[src/rtl/wb_master_port_if.sv]
// Request/response and Wishbone B4 pipelined signals of one initiator port.
// The master modport is the initiator's own view; slave is the view of everything around it.
interface wb_master_port_if;
  logic        req_valid_i;
  logic        req_ready_o;
  logic [31:0] req_addr_i;
  logic        req_we_i;
  logic [3:0]  req_sel_i;
  logic [31:0] req_wdata_i;
  logic        rsp_valid_o;
  logic [31:0] rsp_rdata_o;
  logic        rsp_err_o;
  logic [31:0] wb_adr_o;
  logic [31:0] wb_dat_o;
  logic [31:0] wb_dat_i;
  logic        wb_we_o;
  logic [3:0]  wb_sel_o;
  logic        wb_stb_o;
  logic        wb_ack_i;
  logic        wb_cyc_o;
  logic        wb_stall_i;

  modport master (
    input  req_valid_i, req_addr_i, req_we_i, req_sel_i, req_wdata_i,
    input  wb_dat_i, wb_ack_i, wb_stall_i,
    output req_ready_o, rsp_valid_o, rsp_rdata_o, rsp_err_o,
    output wb_adr_o, wb_dat_o, wb_we_o, wb_sel_o, wb_stb_o, wb_cyc_o
  );

  modport slave (
    output req_valid_i, req_addr_i, req_we_i, req_sel_i, req_wdata_i,
    output wb_dat_i, wb_ack_i, wb_stall_i,
    input  req_ready_o, rsp_valid_o, rsp_rdata_o, rsp_err_o,
    input  wb_adr_o, wb_dat_o, wb_we_o, wb_sel_o, wb_stb_o, wb_cyc_o
  );
endinterface

[src/rtl/wb_master_port.sv]
// Single-beat Wishbone B4 pipelined initiator: one valid/ready request in,
// one registered response strobe out, with an optional ack timeout.
module wb_master_port #(
  parameter int unsigned TIMEOUT_CYCLES = 256,
  parameter int unsigned CNT_WIDTH      = 9
) (
  input logic              clk_i,
  input logic              rst_i,
  wb_master_port_if.master bus
);

  typedef enum logic [1:0] {
    S_IDLE     = 2'd0,
    S_REQUEST  = 2'd1,
    S_WAIT_ACK = 2'd2,
    S_RESPOND  = 2'd3
  } state_t;

  localparam bit                   LP_TO_EN = (TIMEOUT_CYCLES != 0);
  localparam logic [CNT_WIDTH-1:0] LP_LAST  = CNT_WIDTH'(TIMEOUT_CYCLES - 1);

  state_t               r_state;
  state_t               w_next;
  logic                 r_ready;
  logic                 r_cyc;
  logic                 r_stb;
  logic                 r_rsp_valid;
  logic [31:0]          r_rdata;
  logic                 r_err;
  logic [CNT_WIDTH-1:0] r_cnt;
  logic [31:0]          r_addr;
  logic                 r_we;
  logic [3:0]           r_sel;
  logic [31:0]          r_wdata;

  logic w_accept;
  logic w_busy;
  logic w_ack_ok;
  logic w_timeout;
  logic w_ready_d;
  logic w_cyc_d;
  logic w_stb_d;
  logic w_rsp_d;

  assign w_accept = r_ready & bus.req_valid_i;
  assign w_busy   = (r_state == S_REQUEST) | (r_state == S_WAIT_ACK);
  // An ack only counts once the strobe has been (or is being) accepted.
  assign w_ack_ok = bus.wb_ack_i &
                    (((r_state == S_REQUEST) & ~bus.wb_stall_i) | (r_state == S_WAIT_ACK));
  assign w_timeout = LP_TO_EN & w_busy & (r_cnt == LP_LAST) & ~w_ack_ok;

  // NOTE: every always_comb output gets a default first so no path leaves it unassigned (no latch).
  always_comb begin
    w_next = r_state;
    unique case (r_state)
      S_IDLE:     if (w_accept) w_next = S_REQUEST;
      S_REQUEST: begin
        if (w_ack_ok || w_timeout) w_next = S_RESPOND;
        else if (!bus.wb_stall_i)  w_next = S_WAIT_ACK;
      end
      S_WAIT_ACK: if (w_ack_ok || w_timeout) w_next = S_RESPOND;
      S_RESPOND:  w_next = S_IDLE;
      default:    w_next = S_IDLE;
    endcase

    w_ready_d = (w_next == S_IDLE);
    w_cyc_d   = (w_next == S_REQUEST) | (w_next == S_WAIT_ACK);
    w_stb_d   = (w_next == S_REQUEST);
    w_rsp_d   = (w_next == S_RESPOND);
  end

  // NOTE: sequential state uses non-blocking assignments so every flop samples pre-edge values.
  always_ff @(posedge clk_i or negedge rst_i) begin
    if (!rst_i) begin
      r_state     <= S_IDLE;
      r_ready     <= 1'b0;
      r_cyc       <= 1'b0;
      r_stb       <= 1'b0;
      r_rsp_valid <= 1'b0;
    end else begin
      r_state     <= w_next;
      r_ready     <= w_ready_d;
      r_cyc       <= w_cyc_d;
      r_stb       <= w_stb_d;
      r_rsp_valid <= w_rsp_d;
    end
  end

  always_ff @(posedge clk_i or negedge rst_i) begin
    if (!rst_i) begin
      r_cnt   <= '0;
      r_addr  <= '0;
      r_we    <= 1'b0;
      r_sel   <= '0;
      r_wdata <= '0;
      r_rdata <= '0;
      r_err   <= 1'b0;
    end else begin
      if (w_accept) begin
        r_addr  <= bus.req_addr_i;
        r_we    <= bus.req_we_i;
        r_sel   <= bus.req_sel_i;
        r_wdata <= bus.req_wdata_i;
        r_cnt   <= '0;
      end else if (w_busy) begin
        r_cnt <= r_cnt + 1'b1;
      end

      // Ack takes priority over a coinciding timeout; both hold until the next response.
      if (w_ack_ok) begin
        r_rdata <= r_we ? 32'h0 : bus.wb_dat_i;
        r_err   <= 1'b0;
      end else if (w_timeout) begin
        r_rdata <= 32'h0;
        r_err   <= 1'b1;
      end
    end
  end

  assign bus.req_ready_o = r_ready;
  assign bus.rsp_valid_o = r_rsp_valid;
  assign bus.rsp_rdata_o = r_rdata;
  assign bus.rsp_err_o   = r_err;
  assign bus.wb_adr_o    = r_addr;
  assign bus.wb_dat_o    = r_wdata;
  assign bus.wb_we_o     = r_we;
  assign bus.wb_sel_o    = r_sel;
  assign bus.wb_cyc_o    = r_cyc;
  assign bus.wb_stb_o    = r_stb;

endmodule

[src/flat_wrapper.sv]
// flat-port wrapper written by rule: the top's interface ports become plain ports
module wb_master_port_flat 
#(
  parameter int unsigned TIMEOUT_CYCLES = 256,
  parameter int unsigned CNT_WIDTH      = 9
)
  (clk_i, rst_i, bus_req_valid_i, bus_req_addr_i, bus_req_we_i, bus_req_sel_i, bus_req_wdata_i, bus_wb_dat_i, bus_wb_ack_i, bus_wb_stall_i, bus_req_ready_o, bus_rsp_valid_o, bus_rsp_rdata_o, bus_rsp_err_o, bus_wb_adr_o, bus_wb_dat_o, bus_wb_we_o, bus_wb_sel_o, bus_wb_stb_o, bus_wb_cyc_o);
  wb_master_port_if bus_i ();
  input logic clk_i;
  input logic rst_i;
  input wire logic [$bits(bus_i.req_valid_i)-1:0] bus_req_valid_i;
  input wire logic [$bits(bus_i.req_addr_i)-1:0] bus_req_addr_i;
  input wire logic [$bits(bus_i.req_we_i)-1:0] bus_req_we_i;
  input wire logic [$bits(bus_i.req_sel_i)-1:0] bus_req_sel_i;
  input wire logic [$bits(bus_i.req_wdata_i)-1:0] bus_req_wdata_i;
  input wire logic [$bits(bus_i.wb_dat_i)-1:0] bus_wb_dat_i;
  input wire logic [$bits(bus_i.wb_ack_i)-1:0] bus_wb_ack_i;
  input wire logic [$bits(bus_i.wb_stall_i)-1:0] bus_wb_stall_i;
  output wire logic [$bits(bus_i.req_ready_o)-1:0] bus_req_ready_o;
  output wire logic [$bits(bus_i.rsp_valid_o)-1:0] bus_rsp_valid_o;
  output wire logic [$bits(bus_i.rsp_rdata_o)-1:0] bus_rsp_rdata_o;
  output wire logic [$bits(bus_i.rsp_err_o)-1:0] bus_rsp_err_o;
  output wire logic [$bits(bus_i.wb_adr_o)-1:0] bus_wb_adr_o;
  output wire logic [$bits(bus_i.wb_dat_o)-1:0] bus_wb_dat_o;
  output wire logic [$bits(bus_i.wb_we_o)-1:0] bus_wb_we_o;
  output wire logic [$bits(bus_i.wb_sel_o)-1:0] bus_wb_sel_o;
  output wire logic [$bits(bus_i.wb_stb_o)-1:0] bus_wb_stb_o;
  output wire logic [$bits(bus_i.wb_cyc_o)-1:0] bus_wb_cyc_o;
  assign bus_i.req_valid_i = bus_req_valid_i;
  assign bus_i.req_addr_i = bus_req_addr_i;
  assign bus_i.req_we_i = bus_req_we_i;
  assign bus_i.req_sel_i = bus_req_sel_i;
  assign bus_i.req_wdata_i = bus_req_wdata_i;
  assign bus_i.wb_dat_i = bus_wb_dat_i;
  assign bus_i.wb_ack_i = bus_wb_ack_i;
  assign bus_i.wb_stall_i = bus_wb_stall_i;
  assign bus_req_ready_o = bus_i.req_ready_o;
  assign bus_rsp_valid_o = bus_i.rsp_valid_o;
  assign bus_rsp_rdata_o = bus_i.rsp_rdata_o;
  assign bus_rsp_err_o = bus_i.rsp_err_o;
  assign bus_wb_adr_o = bus_i.wb_adr_o;
  assign bus_wb_dat_o = bus_i.wb_dat_o;
  assign bus_wb_we_o = bus_i.wb_we_o;
  assign bus_wb_sel_o = bus_i.wb_sel_o;
  assign bus_wb_stb_o = bus_i.wb_stb_o;
  assign bus_wb_cyc_o = bus_i.wb_cyc_o;
  wb_master_port #(.TIMEOUT_CYCLES(TIMEOUT_CYCLES), .CNT_WIDTH(CNT_WIDTH)) u_core (.clk_i(clk_i), .rst_i(rst_i), .bus(bus_i));
endmodule
[config.mk]
export PLATFORM = sky130hd
export DESIGN_NAME = wb_master_port_flat
export DESIGN_NICKNAME = d
export VERILOG_FILES = /design/src/rtl/wb_master_port_if.sv /design/src/rtl/wb_master_port.sv /design/src/flat_wrapper.sv
export SDC_FILE = /design/constraint.sdc
export NUM_CORES = 1
export LEC_CHECK = 0
export CORE_UTILIZATION = 41
export CTS_CLUSTER_SIZE = 12
export DETAILED_ROUTE_END_ITERATION = 8
export PLACE_DENSITY = 0.8
export SLEW_MARGIN = 20
export SYNTH_ARGS = -nofsm -noshare
export SYNTH_HDL_FRONTEND = slang
export SYNTH_SLANG_ARGS = --single-unit
[constraint.sdc]
create_clock -name clk_i -period 2.32 [get_ports clk_i]
set_input_delay 0.348 -clock clk_i [delete_from_list [all_inputs] [get_ports clk_i]]
set_output_delay 0.348 -clock clk_i [all_outputs]
set_load 0.05 [all_outputs]
==> results <==
[area by class of cell]
| cell class | instances | area, um^2 | share of cell area [%] |
|---|---|---|---|
| clock buffers | 19 | 432 | 5.86 |
| clock inverters | 12 | 106 | 1.44 |
| inverters | 5 | 18.8 | 0.255 |
| multi-input cells | 298 | 1510 | 20.5 |
| flip-flops and latches | 117 | 2930 | 39.7 |
| well taps | 140 | 175 | 2.38 |
| repair buffers | 221 | 2200 | 29.9 |
[registers in the layout, indices dropped and copies added, names as in the netlist]
name / flops
u_core.bus.wb_sel_o: 4
u_core.bus.rsp_err_o: 1
u_core.bus.wb_stb_o: 1
u_core.bus.wb_cyc_o: 1
u_core.r_cnt: 9
u_core.bus.rsp_rdata_o: 32
u_core.r_state: 2
u_core.bus.req_ready_o: 1
u_core.bus.wb_dat_o: 32
u_core.bus.wb_we_o: 1
u_core.bus.wb_adr_o: 32
u_core.bus.rsp_valid_o: 1
[how the worst max path moves through the flow]
stage / to / depth (start not counted)
after floorplan: u_core.bus.rsp_valid_o / 7
final: bus_wb_we_o / 1
after global placement: u_core.bus.wb_stb_o / 8
after global routing: u_core.bus.rsp_valid_o / 8
after CTS: bus_wb_we_o / 1
after detailed placement: u_core.bus.rsp_valid_o / 8
[placed cells by master, fill, tap and decap left out, drive strengths merged, types with 2 or more instances in the layout]
master / instances
clkdlybuf4s50: 210
buf: 10
nor2: 9
a21oi: 5
xor2: 3
dfrtp: 117
nand4: 3
nand2: 213
a221oi: 2
o21ai: 3
clkbuf: 19
or3: 3
a211oi: 2
a22o: 32
nand3: 3
clkinvlp: 4
inv: 7
clkinv: 5
ha: 9
[power breakdown]
| part | switching (mW) | internal (mW) | total (mW) |
|---|---|---|---|
| sequential | 0.547 | 2.98 | 3.53 |
| clock | 0.908 | 1.44 | 2.35 |
| combinational | 4.60 | 2.34 | 6.94 |
| total | 6.05 | 6.76 | 12.8 |
[what timing repair did]
action / 4_1_cts / 5_1_grt
hold endpoints to repair: 28 / 0
endpoints found under the setup margin: 0 / 0
gates resized for setup: 0 / 0
hold buffers: 1 / 0
[worst reg2reg max path: stages, from the launching register on]
cell                       delay, ns
sky130_fd_sc_hd__dfrtp_1        0.40
sky130_fd_sc_hd__ha_1           0.26
sky130_fd_sc_hd__nand3_1        0.09
sky130_fd_sc_hd__nor2_1         0.04
sky130_fd_sc_hd__ha_1           0.23
sky130_fd_sc_hd__a221oi_4       0.37
sky130_fd_sc_hd__o311ai_0       0.20
sky130_fd_sc_hd__buf_4          0.18
sky130_fd_sc_hd__ha_1           0.19
[per-stage QoR]
| step | utilization (%) | hold WS (ns) | setup slack [ns] | std cells | power (mW) |
|---|---|---|---|---|---|
| finish | 68.0 | 0.321 | 0.187 | 812 | 12.8 |
| global route | 68.0 | 0.341 | 0.113 | 812 | 13.5 |
| CTS | 68.0 | 0.309 | 0.140 | 812 | 12.9 |
| detailed placement | 62.9 | 0.299 | 0.257 | 780 | 10.5 |
| global placement | 62.9 | 0.297 | 0.325 | 780 | 10.3 |
| floorplan | - | 0.0524 | 0.287 | 443 | 8.06 |
[metal layers]
layer / part of all wire (%) / vias to the layer above / wire length [um] / GRT usage (%)
met5: 0 / - / 0 / 0
met4: 2.6 / 0 / 305 / 9.39
met3: 6.4 / 27 / 765 / 5.21
met2: 50 / 156 / 5940 / 36.5
met1: 41 / 1834 / 4890 / 25.5
li1: - / 1872 / - / -
[kinds of logic (layout without fill, tap and decap cells)]
kind of cell / count (synthesis) / in the layout / synth area share (%)
xor+xnor: 4 / 4 / 0.767
compound gates: 48 / 48 / 9.20
fa+ha+maj: 9 / 9 / 2.47
simple gates: 236 / 236 / 20.1
buf+inv: 28 / 257 / 3.12
mux: 1 / 1 / 0.219
flops: 117 / 117 / 64.1
==> impl_metrics.py <==
metrics = {
    "outcome": {
        "result_of_the_run": "finished clean",
    },
    "yosys": {
        "synth_edf_count": 0,
        "mappedNetlistArea_mm2": 0.00457,
        "yosys_register_bits": 117,
        "syn_area_per_cell_um2": 10.3,
        "yosysWarnings": 0,
        "synth.most_common_cell": "sky130_fd_sc_hd__nand2_1",
        "synth.distinct_cells": 31,
        "syn_inst": 443,
        "post_synth_main_area_contributors": "sky130_fd_sc_hd__dfrtp_1, sky130_fd_sc_hd__nand2_1, sky130_fd_sc_hd__a22o_1",
        "ys_top_cells_by_count": "sky130_fd_sc_hd__nand2_1, sky130_fd_sc_hd__dfrtp_1, sky130_fd_sc_hd__a22o_1",
        "yosysTopAreaCell": "sky130_fd_sc_hd__dfrtp_1",
        "synth_top_flop_cell": "sky130_fd_sc_hd__dfrtp_1",
        "synthesis.nets": 558,
        "synth_seq_area_share_pct": 64.1,
        "synth_largest_type_area_fraction_pct": 64.1,
        "synth-async-reset-ratio_pct": 100,
    },
    "drt": {
        "drtAntennaViolNets": 0,
        "wirelength_um": 11900,
        "drt_pre_antenna_iters": 4,
        "wl_per_cell_um": 14.7,
        "drcViolationCount": 0,
        "vias": 3889,
        "via_per_instance_ratio": 4.79,
        "drt_first_iter_violations": 218,
    },
    "setup_path": {
        "critical_path_fanout_max": 3,
        "crit_path_max_incr_delay_ns": 0.84,
        "setup.worst_path.start_class": "register",
        "cp.arrival_ns": 1.79,
        "critical_path.top_delay_family": "buffers and inverters",
        "cp.buffers_inverters": 1,
        "ff2ff_setup_slack_ns": 0.24,
        "worstSetupStartpoint": "u_core.bus.wb_we_o",
        "crit_path_end_kind": "output pin",
        "r2r_start": "u_core.r_cnt[0]",
        "worstSetupPathType": "register to output pin",
        "critPathRequiredTime_ns": 1.97,
        "path_cells": "clkdlybuf4s50_1",
        "worst_reg2reg_path_depth": 8,
        "cp_max_delay_cell": "sky130_fd_sc_hd__clkdlybuf4s50_1",
        "r2r-end": "u_core.bus.rsp_valid_o",
    },
    "clock_tree": {
        "worstSkewPairLatency_ns": 0.49,
        "clkSinkCount": 117,
        "htreeDepth": 4,
        "cts.root.buffer_cell": "sky130_fd_sc_hd__clkbuf_8",
        "tritoncts": "done",
        "cts-buffers-inserted": 17,
        "cts_buffer_depth": 2,
        "clk_pin_slew_worst_paths_ns": 0.06,
        "post-cts-setup-buffer-count": 0,
    },
    "floorplan": {
        "start_util_pct": 42.1,
        "placeableCoreArea_mm2": 0.0108,
        "placementRows": 38,
        "die-area_mm2": 0.0116,
        "die_width_um": 108,
        "io_pins": 212,
        "die_h_um": 108,
    },
    "global_routing": {
        "antenna_found_initial": 0,
        "grt_start_max_net_pins": 70,
        "grt_pass1_wl_um": 19000,
        "grt_pass1_vias": 3969,
        "gr-total-overflow": 0,
        "grt.total_usage_pct": 21.3,
    },
    "power_and_ir_drop": {
        "power.density_mw_per_mm2": 1740,
        "p_leak_nw": 3.48,
        "ir_drop_mv": 0.977,
    },
    "sta": {
        "rsz0062_at_grt": "false",
        "min_period_over_period_pct": 91.9,
        "totalNegativeSetupSlack_ns": 0,
        "final_worst_clock_skew_ns": 0.00621,
        "timing.final.hold_violations": 0,
        "worstMarginPinSlew_ns": 0.707,
        "finalWorstPathRequiredPeriod_ns": 2.13,
        "relSlewSlack_pct": 52.9,
        "timing.fmax_mhz": 469,
        "drv_slew": 0,
        "setup_viol": 0,
    },
    "cells_and_area": {
        "areaGrowthSynthToFinish_pct": 61.3,
        "fillerInstances": 853,
        "final_design_area_no_fill_mm2": 0.00737,
        "layout_nets": 775,
        "n_antenna_cell": 0,
        "layout-drive-gt1-share_pct": 7.44,
    },
    "placed_design": {
        "gpl.final_weighted_congestion": 0.785,
        "dpl.hpwl_um": 8520,
        "postPlaceCellArea_mm2": 0.00682,
        "number_of_buffer_cells_added_on_primary_ports": 211,
    },
    "hold_path": {
        "min-delay-path-class": "input pin to asynchronous set/reset pin",
    },
    "flow_run": {
        "maxCapViolCount": 0,
    },
}
Note: power is estimated with default switching activity, not from simulation.
